## config.mk

```make
export PLATFORM = sky130hd
export DESIGN_NAME = datapath_sequencer
export DESIGN_NICKNAME = d
export VERILOG_FILES = /design/src/rtl/dp_seq_pkg.sv /design/src/rtl/datapath_sequencer.sv
export SDC_FILE = /design/constraint.sdc
export NUM_CORES = 1
export LEC_CHECK = 0
export BUFFER_PORTS_ARGS = -buffer_cell sky130_fd_sc_hd__buf_2
export CORE_UTILIZATION = 38
export CTS_BUF_LIST = sky130_fd_sc_hd__clkbuf_4
export DETAILED_ROUTE_END_ITERATION = 8
export GPL_TIMING_DRIVEN = 0
export PLACE_DENSITY = 0.69
export REMOVE_ABC_BUFFERS = 1
export SLEW_MARGIN = 25
export SYNTH_ARGS = -nofsm -noshare
export SYNTH_HDL_FRONTEND = slang
export SYNTH_SLANG_ARGS = --single-unit
```

## constraint.sdc

```tcl
create_clock -name clk -period 3.7 [get_ports clk]
set_input_delay 0.74 -clock clk [delete_from_list [all_inputs] [get_ports clk]]
set_output_delay 0.74 -clock clk [all_outputs]
set_load 0.03 [all_outputs]
```

## src/rtl/dp_seq_pkg.sv

```systemverilog
// Shared types and ALU op codes for the datapath sequencer.
package dp_seq_pkg;

    typedef enum logic [1:0] {
        CMD_WRITE   = 2'b00,
        CMD_ALU_R   = 2'b01,
        CMD_ALU_I   = 2'b10,
        CMD_COMPARE = 2'b11
    } cmd_type_e;

    typedef enum logic [1:0] {
        S_IDLE = 2'd0,
        S_EXEC = 2'd1,
        S_WB   = 2'd2,
        S_RESP = 2'd3
    } state_e;

    localparam logic [3:0] ALU_AND = 4'd0;
    localparam logic [3:0] ALU_OR  = 4'd1;
    localparam logic [3:0] ALU_ADD = 4'd2;
    localparam logic [3:0] ALU_SUB = 4'd6;
    localparam logic [3:0] ALU_SLT = 4'd7;
    localparam logic [3:0] ALU_NOR = 4'd12;

endpackage

```

## src/rtl/datapath_sequencer.sv

```systemverilog
// Drives a single-cycle register-file/ALU datapath from a valid/ready command
// stream and returns the ALU result over a held valid/ready response port.
module datapath_sequencer
    import dp_seq_pkg::*;
#(
    parameter int DATA_W  = 32,
    parameter int RADDR_W = 5,
    parameter int CNT_W   = 16
) (
    input  logic               clk,
    input  logic               rst,
    input  logic               cmd_valid,
    output logic               cmd_ready,
    input  logic [1:0]         cmd_type,
    input  logic [3:0]         cmd_alu_op,
    input  logic [RADDR_W-1:0] cmd_rs,
    input  logic [RADDR_W-1:0] cmd_rt,
    input  logic [RADDR_W-1:0] cmd_rd,
    input  logic [15:0]        cmd_imm,
    input  logic [DATA_W-1:0]  cmd_data,
    output logic               rsp_valid,
    input  logic               rsp_ready,
    output logic [DATA_W-1:0]  rsp_result,
    output logic               rsp_zero,
    output logic [CNT_W-1:0]   done_cnt,
    output logic               dp_RegDst,
    output logic               dp_ALUSrc,
    output logic               dp_RegWrite,
    output logic [3:0]         dp_op,
    output logic [25:0]        dp_instruction,
    output logic [DATA_W-1:0]  dp_WdataIn,
    input  logic [DATA_W-1:0]  dp_result,
    input  logic               dp_Z
);

    state_e             state_q;
    cmd_type_e          type_q;
    logic               wr_en_q;
    logic               regdst_q;
    logic               alusrc_q;
    logic               regwrite_q;
    logic [3:0]         op_q;
    logic [25:0]        instr_q;
    logic [DATA_W-1:0]  wdata_q;
    logic [DATA_W-1:0]  result_q;
    logic               zero_q;
    logic               rsp_valid_q;
    logic [CNT_W-1:0]   done_q;

    cmd_type_e          cmd_t;
    logic               dest_nz;

    // Writes to register 0 are suppressed here rather than relying on the regfile.
    always_comb begin
        cmd_t   = cmd_type_e'(cmd_type);
        dest_nz = 1'b0;
        case (cmd_t)
            CMD_WRITE, CMD_ALU_R: dest_nz = (cmd_rd != '0);
            CMD_ALU_I:            dest_nz = (cmd_rt != '0);
            default:              dest_nz = 1'b0;
        endcase
    end

    always_ff @(posedge clk or posedge rst) begin
        if (rst) begin
            state_q     <= S_IDLE;
            type_q      <= CMD_WRITE;
            wr_en_q     <= 1'b0;
            regdst_q    <= 1'b0;
            alusrc_q    <= 1'b0;
            regwrite_q  <= 1'b0;
            op_q        <= '0;
            instr_q     <= '0;
            wdata_q     <= '0;
            result_q    <= '0;
            zero_q      <= 1'b0;
            rsp_valid_q <= 1'b0;
            done_q      <= '0;
        end else begin
            case (state_q)
                S_IDLE: if (cmd_valid) begin
                    type_q   <= cmd_t;
                    op_q     <= cmd_alu_op;
                    alusrc_q <= (cmd_t == CMD_ALU_I);
                    regdst_q <= (cmd_t == CMD_WRITE) || (cmd_t == CMD_ALU_R);
                    wr_en_q  <= dest_nz;
                    instr_q  <= (cmd_t == CMD_ALU_I) ? {cmd_rs, cmd_rt, cmd_imm}
                                                     : {cmd_rs, cmd_rt, cmd_rd, 11'b0};
                    if (cmd_t == CMD_WRITE) begin
                        wdata_q    <= cmd_data;
                        result_q   <= cmd_data;
                        zero_q     <= 1'b0;
                        regwrite_q <= dest_nz;
                        state_q    <= S_WB;
                    end else begin
                        state_q    <= S_EXEC;
                    end
                end
                S_EXEC: begin
                    result_q <= dp_result;
                    zero_q   <= dp_Z;
                    if (type_q == CMD_COMPARE) begin
                        rsp_valid_q <= 1'b1;
                        state_q     <= S_RESP;
                    end else begin
                        wdata_q    <= dp_result;
                        regwrite_q <= wr_en_q;
                        state_q    <= S_WB;
                    end
                end
                S_WB: begin
                    regwrite_q  <= 1'b0;
                    rsp_valid_q <= 1'b1;
                    state_q     <= S_RESP;
                end
                S_RESP: if (rsp_ready) begin
                    rsp_valid_q <= 1'b0;
                    done_q      <= done_q + CNT_W'(1);
                    state_q     <= S_IDLE;
                end
                default: state_q <= S_IDLE;
            endcase
        end
    end

    assign cmd_ready      = (state_q == S_IDLE);
    assign rsp_valid      = rsp_valid_q;
    assign rsp_result     = result_q;
    assign rsp_zero       = zero_q;
    assign done_cnt       = done_q;
    assign dp_RegDst      = regdst_q;
    assign dp_ALUSrc      = alusrc_q;
    assign dp_RegWrite    = regwrite_q;
    assign dp_op          = op_q;
    assign dp_instruction = instr_q;
    assign dp_WdataIn     = wdata_q;

endmodule

```

==> flow_summary.yaml, run 1 <==
outcome:
  status: "finished clean"
yosys:
  yosysTopAreaCellShare_pct: 59.6
  synth_flop_cell: "dfrtp_1"
  synth.area.top_cells: "dfrtp_1 (60%), mux2i_1 (7.5%), mux2_2 (3.8%)"
  yosysTopAreaCell: "dfrtp_1"
  ys_types: 36
  ys_seq_elements: 120
  synth_cells: 440
  syn_avg_cell_area_um2: 11.5
  synth-simple-area-share_pct: 10.4
  synthMuxAreaShare_pct: 11.3
  synthXorXnorAreaFrac_pct: 2.61
  seq_area_frac_synth_pct: 59.6
  synth_edf_count: 0
  synth_compound_area_share_pct: 11.0
  async_flop_share_pct: 100
  synth_adder_area_share_pct: 1.49
  synthesis.area_mm2: 0.00504
  synth_warnings: 0
  synth_top_family_by_area: "multiplexers"
place:
  hpwl_um: 8770
  portBuffers: 221
  dpl_cell_area_mm2: 0.00631
  globalplace.congestion: 0.756
  pre_cts_slack_ns: 0.970
clock_network:
  cts_setup_buffers: 0
  cts_tree: "built"
  h-tree-depth: 4
  cts-resized-gates: 0
  cts_hold_buf: 0
  clk_latency_ns: 0.52
  clk_pin_slew_ns: 0.11
  ctsLongestPathBuffers: 2
  cts_buffers: 17
  cts_sinks: 120
  cts-root-buf: "clkbuf_4"
timing:
  rsz0062_at_grt: "false"
  slew_headroom_pct: 39.4
  finalCritPeriodShare_pct: 74.7
  hold_violations: 0
  finalSetupViolCount: 0
  worst_slack_ns: 0.935
  hold_ws_ns: 0.252
  fmax_ghz: 0.362
  worst_pin_slew_ns: 0.907
  fin_crit_ns: 2.76
  skew_ns: 0.0137
  final_max_slew_viol_count: 0
cells_and_area:
  final_common_cell: "buf_2"
  final_cell_mix: "buf_2 (221), dfrtp_1 (120), nand2_1 (48)"
  area_delta_synth_final_pct: 31.7
  fin_nets: 771
  fin_util_pct: 52.0
  design_area_mm2: 0.00664
  drive_gt1_share_pct: 41.8
setup_path:
  path_max_fanout: 43
  critPathBufInv: 1
  max_stage_delay_ns: 0.90
  r2r_slack_ns: 0.94
  cp-start-kind: "flop"
  end_kind: "flop"
  cp.required_ns: 4.16
  crit_chain: "inv_1, ha_1, nand2_2, nor2b_1, a22o_1"
  cp_slowest_cell: "nor2b_1"
  path_delay_family: "simple AND/OR/NAND/NOR gates"
  cp.arrival_ns: 3.22
  critPathKind: "flop to flop"
route:
  wl_um: 12000
  antenna_left: 0
  dr.pass1.iters: 6
  route.vias.total: 4049
  drtIter0Drc: 121
  wl_per_cell_um: 14.2
  route.detailed.drc: 0
  vias_per_cell: 4.79
grt:
  grt_max_degree: 67
  antenna_found_initial: 0
  grt_pass1_wl_um: 18400
  grt_pass1_vias: 3980
  grt.total_usage_pct: 17.7
  gr-total-overflow: 0
pwr:
  power_density_mw_per_mm2: 972
  power_mw: 6.45
  leakagePower_nw: 3.35
  ir_worst_vdd_mv: 0.381
die:
  placementRows: 41
  core_area_mm2: 0.0128
  dieArea_mm2: 0.0137
  io_pins: 222
  die-width_um: 117
  dieHeight_um: 117
  start_util_pct: 39.5
worst_hold_path:
  hold_class: "input port to asynchronous set/reset pin"
job:
  cap_violations: 0
power breakdown:
part           switching [mW]  internal, mW  leakage (nW)  total (mW)
logic                    2.16          1.03          1.73        3.20
clock network           0.486         0.546         0.156        1.03
registers               0.332          1.89          1.46        2.22
area by class of cell:
class | count | area (um2)
clock buffer | 19 | 143
multi-input combinational | 289 | 1870
timing repair buffer | 224 | 1190
sequential | 120 | 3000
inverter | 7 | 31.3
fill | 1181 | 6140
clock inverter | 13 | 179
tap | 172 | 215
antenna | 1 | 2.50
final timing paths:
kind | from | to | cells past startpoint
min in group clk | cmd_imm[2] | dp_instruction[2]$_DFFE_PP0P_ | 2
max reg2reg | state_q[1]$_DFFE_PP0P_ | dp_instruction[8]$_DFFE_PP0P_ | 5
min | rst | dp_op[3]$_DFFE_PP0P_ | 2
max | state_q[1]$_DFFE_PP0P_ | dp_instruction[8]$_DFFE_PP0P_ | 5
max in group asynchronous | rst | done_cnt[8]$_DFFE_PP0P_ | 3
min reg2reg | done_cnt[15]$_DFFE_PP0P_ | done_cnt[15]$_DFFE_PP0P_ | 1
Yosys cell counts, types with 4 or more instances:
master and instances:
nand3_1 11, clkbuf_1 5, nand2_1 49, mux2_2 17
buf_2 12, a21oi_1 37, nor2_1 37, xor2_1 6
a22o_1 12, buf_6 6, o21ai_0 36, xnor2_1 9
mux2i_1 38, dfrtp_1 120, ha_1 6, inv_1 7
and3_1 4, nor3_1 4
through the flow:
| stage | std cells | setup TNS, ns |
|---|---|---|
| final | 845 | 0 |
| after global routing | 844 | 0 |
| after CTS | 844 | 0 |
| after detailed placement | 812 | 0 |
| after global placement | 809 | -202.19 |
| after floorplan | 416 | -27.10 |
cell families after synthesis:
| group | after synthesis |
|---|---|
| AO/OA/AOI/OAI | 96 |
| XOR/XNOR | 15 |
| adder cells (fa/ha/maj) | 6 |
| buffers and inverters | 31 |
| flip-flops | 120 |
| multiplexers | 55 |
| AND/OR/NAND/NOR | 117 |
flip-flops by register name (all words and copies together), names as in the netlist, 2 cells and up:
register	flops
done_cnt	16
dp_WdataIn	32
dp_instruction	26
dp_op	4
rsp_result	32
state_q	2
type_q	2
per-layer routing:
metal	up-vias	part of all wire (%)	track usage [%]
met5	-	0	0
met2	116	52	30.2
li1	1950	-	-
met1	1961	42	20.3
met4	0	1.9	8.61
met3	22	4.6	5.30
No activity file was read; power rests on OpenSTA's default activity.
==> inputs of run 2 (changes only) <==
- clock period: 3.7 -> 2.45 ns (I/O delays scaled with it)
==> run 2 against run 1 <==
Routed wire length is 6.5% higher. Count of clock-buffer cells in the layout is the same. Via count increased by 0.82%. Sequential cell count unchanged. Register-to-register slack got worse by 0.79 ns. Clock power rose by 51%.
==> flow_summary.yaml, run 2 (same netlist as run 1, synthesis figures left out) <==
grt:
  gr-total-overflow: 0
  antenna_found_initial: 0
  grt_max_degree: 67
  grt_pass1_wl_um: 19400
  grt.total_usage_pct: 18.9
  grt_pass1_vias: 4008
die:
  die-width_um: 117
  start_util_pct: 39.5
  core_area_mm2: 0.0128
  io_pins: 222
  placementRows: 41
  dieHeight_um: 117
  dieArea_mm2: 0.0137
cells_and_area:
  final_common_cell: "buf_2"
  stdcell_count: 848
  final_cell_mix: "buf_2 (221), dfrtp_1 (120), nand2_1 (48)"
  fill_cells: 1175
  multiInputGateArea_mm2: 0.00190
  design_area_mm2: 0.00669
  seq_area_mm2: 0.00300
  drive_gt1_share_pct: 42.1
  area_delta_synth_final_pct: 32.7
  fin_nets: 774
setup_path:
  end_kind: "output port"
  critPathKind: "flop to output port"
  path_max_fanout: 10
  cp-start-kind: "flop"
  r2r-end: "rsp_result[20]$_DFFE_PP0P_"
  r2r-start: "state_q[1]$_DFFE_PP0P_"
  r2r.worst_path.cells: 6
  cp.arrival_ns: 1.82
  r2r_slack_ns: 0.15
  cp.required_ns: 1.96
place:
  portBuffers: 221
  globalplace.congestion: 0.756
  hpwl_um: 8770
  placed_cells: 812
  dpl_cell_area_mm2: 0.00631
worst_hold_path:
  worstHoldStart: "cmd_imm[2]"
  hold_class: "input port to flop"
  holdPathStages: 2
  min_to: "dp_instruction[2]$_DFFE_PP0P_"
route:
  drtIter0Drc: 153
  dr.pass1.iters: 6
  vias_per_cell: 4.81
  antenna_left: 0
  wl_per_cell_um: 15.0
  route.vias.total: 4082
  wl_um: 12700
  route.detailed.drc: 0
timing:
  rsz0062_at_grt: "false"
  slew_headroom_pct: 52.1
  worst_pin_slew_ns: 0.716
  fin_crit_ns: 2.31
  hold_violations: 0
  finalSetupViolCount: 0
  fmax_ghz: 0.433
  setup_tns_ns: 0
  final_max_slew_viol_count: 0
  skew_ns: 0.0166
  finalCritPeriodShare_pct: 94.3
pwr:
  leakagePower_nw: 3.37
  power_density_mw_per_mm2: 1480
  ir_worst_vdd_mv: 0.575
clock_network:
  clk_latency_ns: 0.52
  cts_buffers: 17
  clk_pin_slew_ns: 0.11
  cts_sinks: 120
  cts-root-buf: "clkbuf_4"
  h-tree-depth: 4
  ctsLongestPathBuffers: 2
  cts_tree: "built"
job:
  cap_violations: 0
outcome:
  status: "finished clean"
-- run 2: changes by cell type in the layout (fill, tap and decap cells not counted), sizes merged --
cell and delta:
or2 +1, dlygate4sd3 +1, buf +1
-- run 2: per-layer routing --
layer / up-vias / track usage, % / routed length (um)
li1: 1959 / - / -
met1: 1979 / 22.6 / 5370
met2: 124 / 31.8 / 6590
met3: 20 / 5.30 / 572
met4: 0 / 8.44 / 216
met5: - / 0 / 0
-- run 2: worst max path at each step --
stage	depth (start not counted)	start	end	slack, ns
5_1_grt	6	state_q[1]$_DFFE_PP0P_	rsp_result[5]$_DFFE_PP0P_	0.002
2_1_floorplan	1	rst	done_cnt[0]$_DFFE_PP0P_	-1.23
3_5_place_dp	5	state_q[1]$_DFFE_PP0P_	dp_instruction[8]$_DFFE_PP0P_	-0.28
4_1_cts	6	state_q[1]$_DFFE_PP0P_	rsp_result[20]$_DFFE_PP0P_	0.12
3_3_place_gp	2	rst	done_cnt[15]$_DFFE_PP0P_	-2.47
6_report	3	state_q[0]$_DFFE_PP0P_	cmd_ready	0.14
-- run 2: critical path, cell delays in order, from the launching register on --
cell and delay, ns:
dfrtp_1 0.47, inv_1 0.12, ha_1 0.44, buf_2 0.29
-- run 2: stage by stage --
stage	power, mW	util (%)	hold slack, ns	setup slack (ns)
6_report	9.87	52.4	0.180	0.140
4_1_cts	9.97	52.3	0.120	0.120
3_5_place_dp	8.27	49.4	0.466	-0.280
5_1_grt	10.5	52.3	0.117	0.00219
2_1_floorplan	6.67	-	0.442	-1.23
3_3_place_gp	8.03	48.6	0.457	-2.47
-- run 2: power breakdown --
| group | internal [mW] | total, mW | switching (mW) | leakage, nW |
|---|---|---|---|---|
| sequential | 2.85 | 3.36 | 0.507 | 1.46 |
| clock | 0.824 | 1.56 | 0.735 | 0.156 |
| combinational | 1.60 | 4.95 | 3.35 | 1.75 |
-- run 2: repair_timing --
item,4_1_cts,5_1_grt
pin swaps,1,0
gates resized for setup,3,1
hold buffers,1,0
setup buffers,1,0
endpoints found under the hold margin,48,0
setup endpoints to repair,44,8
cloned,1,0
-- run 2: cell type report --
type | instances | share of cell area [%]
Timing Repair Buffer | 226 | 18.2
Tap cell | 172 | 3.22
Clock inverter | 13 | 2.68
Antenna cell | 1 | 0.0374
Sequential cell | 120 | 44.9
Multi-Input combinational cell | 290 | 28.3
Clock buffer | 19 | 2.13
Inverter | 7 | 0.468
==> inputs of run 3 (changes only) <==
- BUFFER_PORTS_ARGS: -buffer_cell sky130_fd_sc_hd__buf_2 -> unset
- DONT_BUFFER_PORTS: unset -> 1
- PLACE_DENSITY: 0.69 -> unset
==> run 3 against run 2 <==
Highest routed layer unchanged. Final cell count is 26% lower. Hold slack got worse by 0.090 ns. Setup slack improved by 0.092 ns. Clock power is 7% lower. Count of clock-buffer cells in the layout rose by 2. Largest cell class unchanged. Combinational power fell by 53%. Maximum frequency up 4.2%. Largest power group is now sequential cells. Non-clock buffer count decreased by 221. Critical path type is now flop to flop. Die area stayed put. Register-to-register slack improved by 0.08 ns. Critical path depth grew 3.
==> flow_summary.yaml, run 3 (same netlist as run 1, synthesis figures left out) <==
place:
  portBuffers: 0
  pre_cts_slack_ns: -0.547
  hpwl_um: 7800
  globalplace.congestion: 0.762
pwr:
  power_mw: 8.95
  leakagePower_nw: 2.46
  power_density_mw_per_mm2: 1610
  ir_worst_vdd_mv: 0.674
setup_path:
  r2r-start: "state_q[1]$_DFFE_PP0P_"
  cp.arrival_ns: 2.66
  critPathKind: "flop to flop"
  r2r_slack_ns: 0.23
  crit_start: "state_q[1]$_DFFE_PP0P_"
  r2r-end: "rsp_result[11]$_DFFE_PP0P_"
  endpoint: "rsp_result[11]$_DFFE_PP0P_"
  cp.required_ns: 2.90
  path_max_fanout: 33
  r2r.worst_path.cells: 6
  end_kind: "flop"
  cp-start-kind: "flop"
route:
  route.vias.total: 3270
  route.detailed.drc: 0
  vias_per_cell: 5.22
  wl_um: 11800
  wl_per_cell_um: 18.9
  drtIter0Drc: 212
  antenna_left: 0
  dr.pass1.iters: 4
job:
  cap_violations: 0
cells_and_area:
  final_common_cell: "dfrtp_1"
  area_delta_synth_final_pct: 10.1
  final_cell_mix: "dfrtp_1 (120), nand2_1 (48), mux2i_1 (38)"
  drive_gt1_share_pct: 14.3
  fill_cells: 1224
  fin_nets: 553
grt:
  gr-total-overflow: 0
  grt.total_usage_pct: 17.3
  grt_pass1_wl_um: 17200
  grt_pass1_vias: 3327
  antenna_found_initial: 0
  grt_max_degree: 83
timing:
  finalSetupViolCount: 0
  rsz0062_at_grt: "false"
  fmax_ghz: 0.451
  worst_slack_ns: 0.232
  skew_ns: 0.0118
  fin_crit_ns: 2.22
  slew_headroom_pct: 55.2
  final_max_slew_viol_count: 0
  hold_violations: 0
  finalCritPeriodShare_pct: 90.5
  worst_pin_slew_ns: 0.671
die:
  die-width_um: 117
  dieArea_mm2: 0.0137
  dieHeight_um: 117
  io_pins: 222
  core_area_mm2: 0.0128
  start_util_pct: 39.5
  placementRows: 41
worst_hold_path:
  worstHoldStart: "cmd_type[1]"
  hold_class: "input port to flop"
clock_network:
  clk_pin_slew_ns: 0.10
  cts_sinks: 120
  cts-root-buf: "clkbuf_4"
  clk_latency_ns: 0.52
  cts_tree: "built"
  h-tree-depth: 4
  ctsLongestPathBuffers: 2
  cts_buffers: 17
outcome:
  status: "finished clean"
[run 3: cell count changes in the layout (fill, tap and decap cells not counted), moves of 2 or more]
| cell | before | now |
|---|---|---|
| clkinv_2 | 1 | 5 |
| clkinvlp_4 | 5 | 1 |
| nor2b_2 | 0 | 2 |
| clkbuf_4 | 19 | 21 |
| buf_2 | 221 | 0 |
[run 3: worst min-delay path by stage]
stage	slack [ns]	depth (start not counted)	endpoint
after detailed placement	0.33	1	dp_instruction[3]$_DFFE_PP0P_
final	0.09	1	dp_RegDst$_DFFE_PP0P_
after global placement	0.46	2	wr_en_q$_DFFE_PP0P_
after global routing	0.03	1	dp_instruction[5]$_DFFE_PP0P_
after CTS	0.03	1	dp_instruction[5]$_DFFE_PP0P_
after floorplan	0.44	2	wr_en_q$_DFFE_PP0P_
[run 3: worst max-delay path, stage by stage, from the launching register on]
cell,delay (ns)
dfrtp_1,0.43
inv_1,0.15
ha_4,0.44
nor2b_2,0.42
or2_4,0.47
nor2_1,0.08
a21oi_1,0.14
[run 3: layer usage]
layer / global-route usage (%) / routed length [um] / up-vias
li1: - / - / 1523
met1: 21.3 / 4830 / 1613
met2: 27.4 / 6040 / 119
met3: 5.56 / 714 / 15
met4: 8.35 / 237 / 0
met5: 0 / 0 / -
[run 3: where the power goes]
group	switching, mW	internal [mW]	leakage (nW)
Sequential	2.35	2.83	1.46
Combinational	1.32	1.00	0.837
Clock	0.713	0.737	0.162
Total	4.38	4.57	2.46
[run 3: metrics by stage]
stage / hold WS, ns / TNS [ns] / std cells / util [%] / area (um2)
2_1_floorplan: 0.442 / -194.36 / 416 / - / 4890
3_3_place_gp: 0.462 / -412.79 / 588 / 39.9 / 5100
3_5_place_dp: 0.330 / -7.99 / 591 / 40.8 / 5210
4_1_cts: 0.0342 / 0 / 626 / 43.4 / 5550
5_1_grt: 0.0274 / 0 / 626 / 43.4 / 5550
6_report: 0.0894 / 0 / 627 / 43.5 / 5550
[run 3: area by class of cell]
| cell class | count | area, um2 | area share [%] |
|---|---|---|---|
| sequential | 120 | 3000 | 54.1 |
| multi-input combinational | 290 | 1900 | 34.2 |
| tap | 172 | 215 | 3.88 |
| clock buffer | 21 | 158 | 2.84 |
| clock inverter | 11 | 130 | 2.34 |
| timing repair buffer | 5 | 113 | 2.03 |
| inverter | 7 | 33.8 | 0.609 |
| antenna | 1 | 2.50 | 0.0451 |
[run 3: what timing repair did]
action	in CTS	in global routing
hold buffers	1	0
setup endpoints to repair	44	32
resized for setup	4	1
endpoints found under the hold margin	38	0
pin swaps	1	0
cloned	1	0
setup buffers	1	0
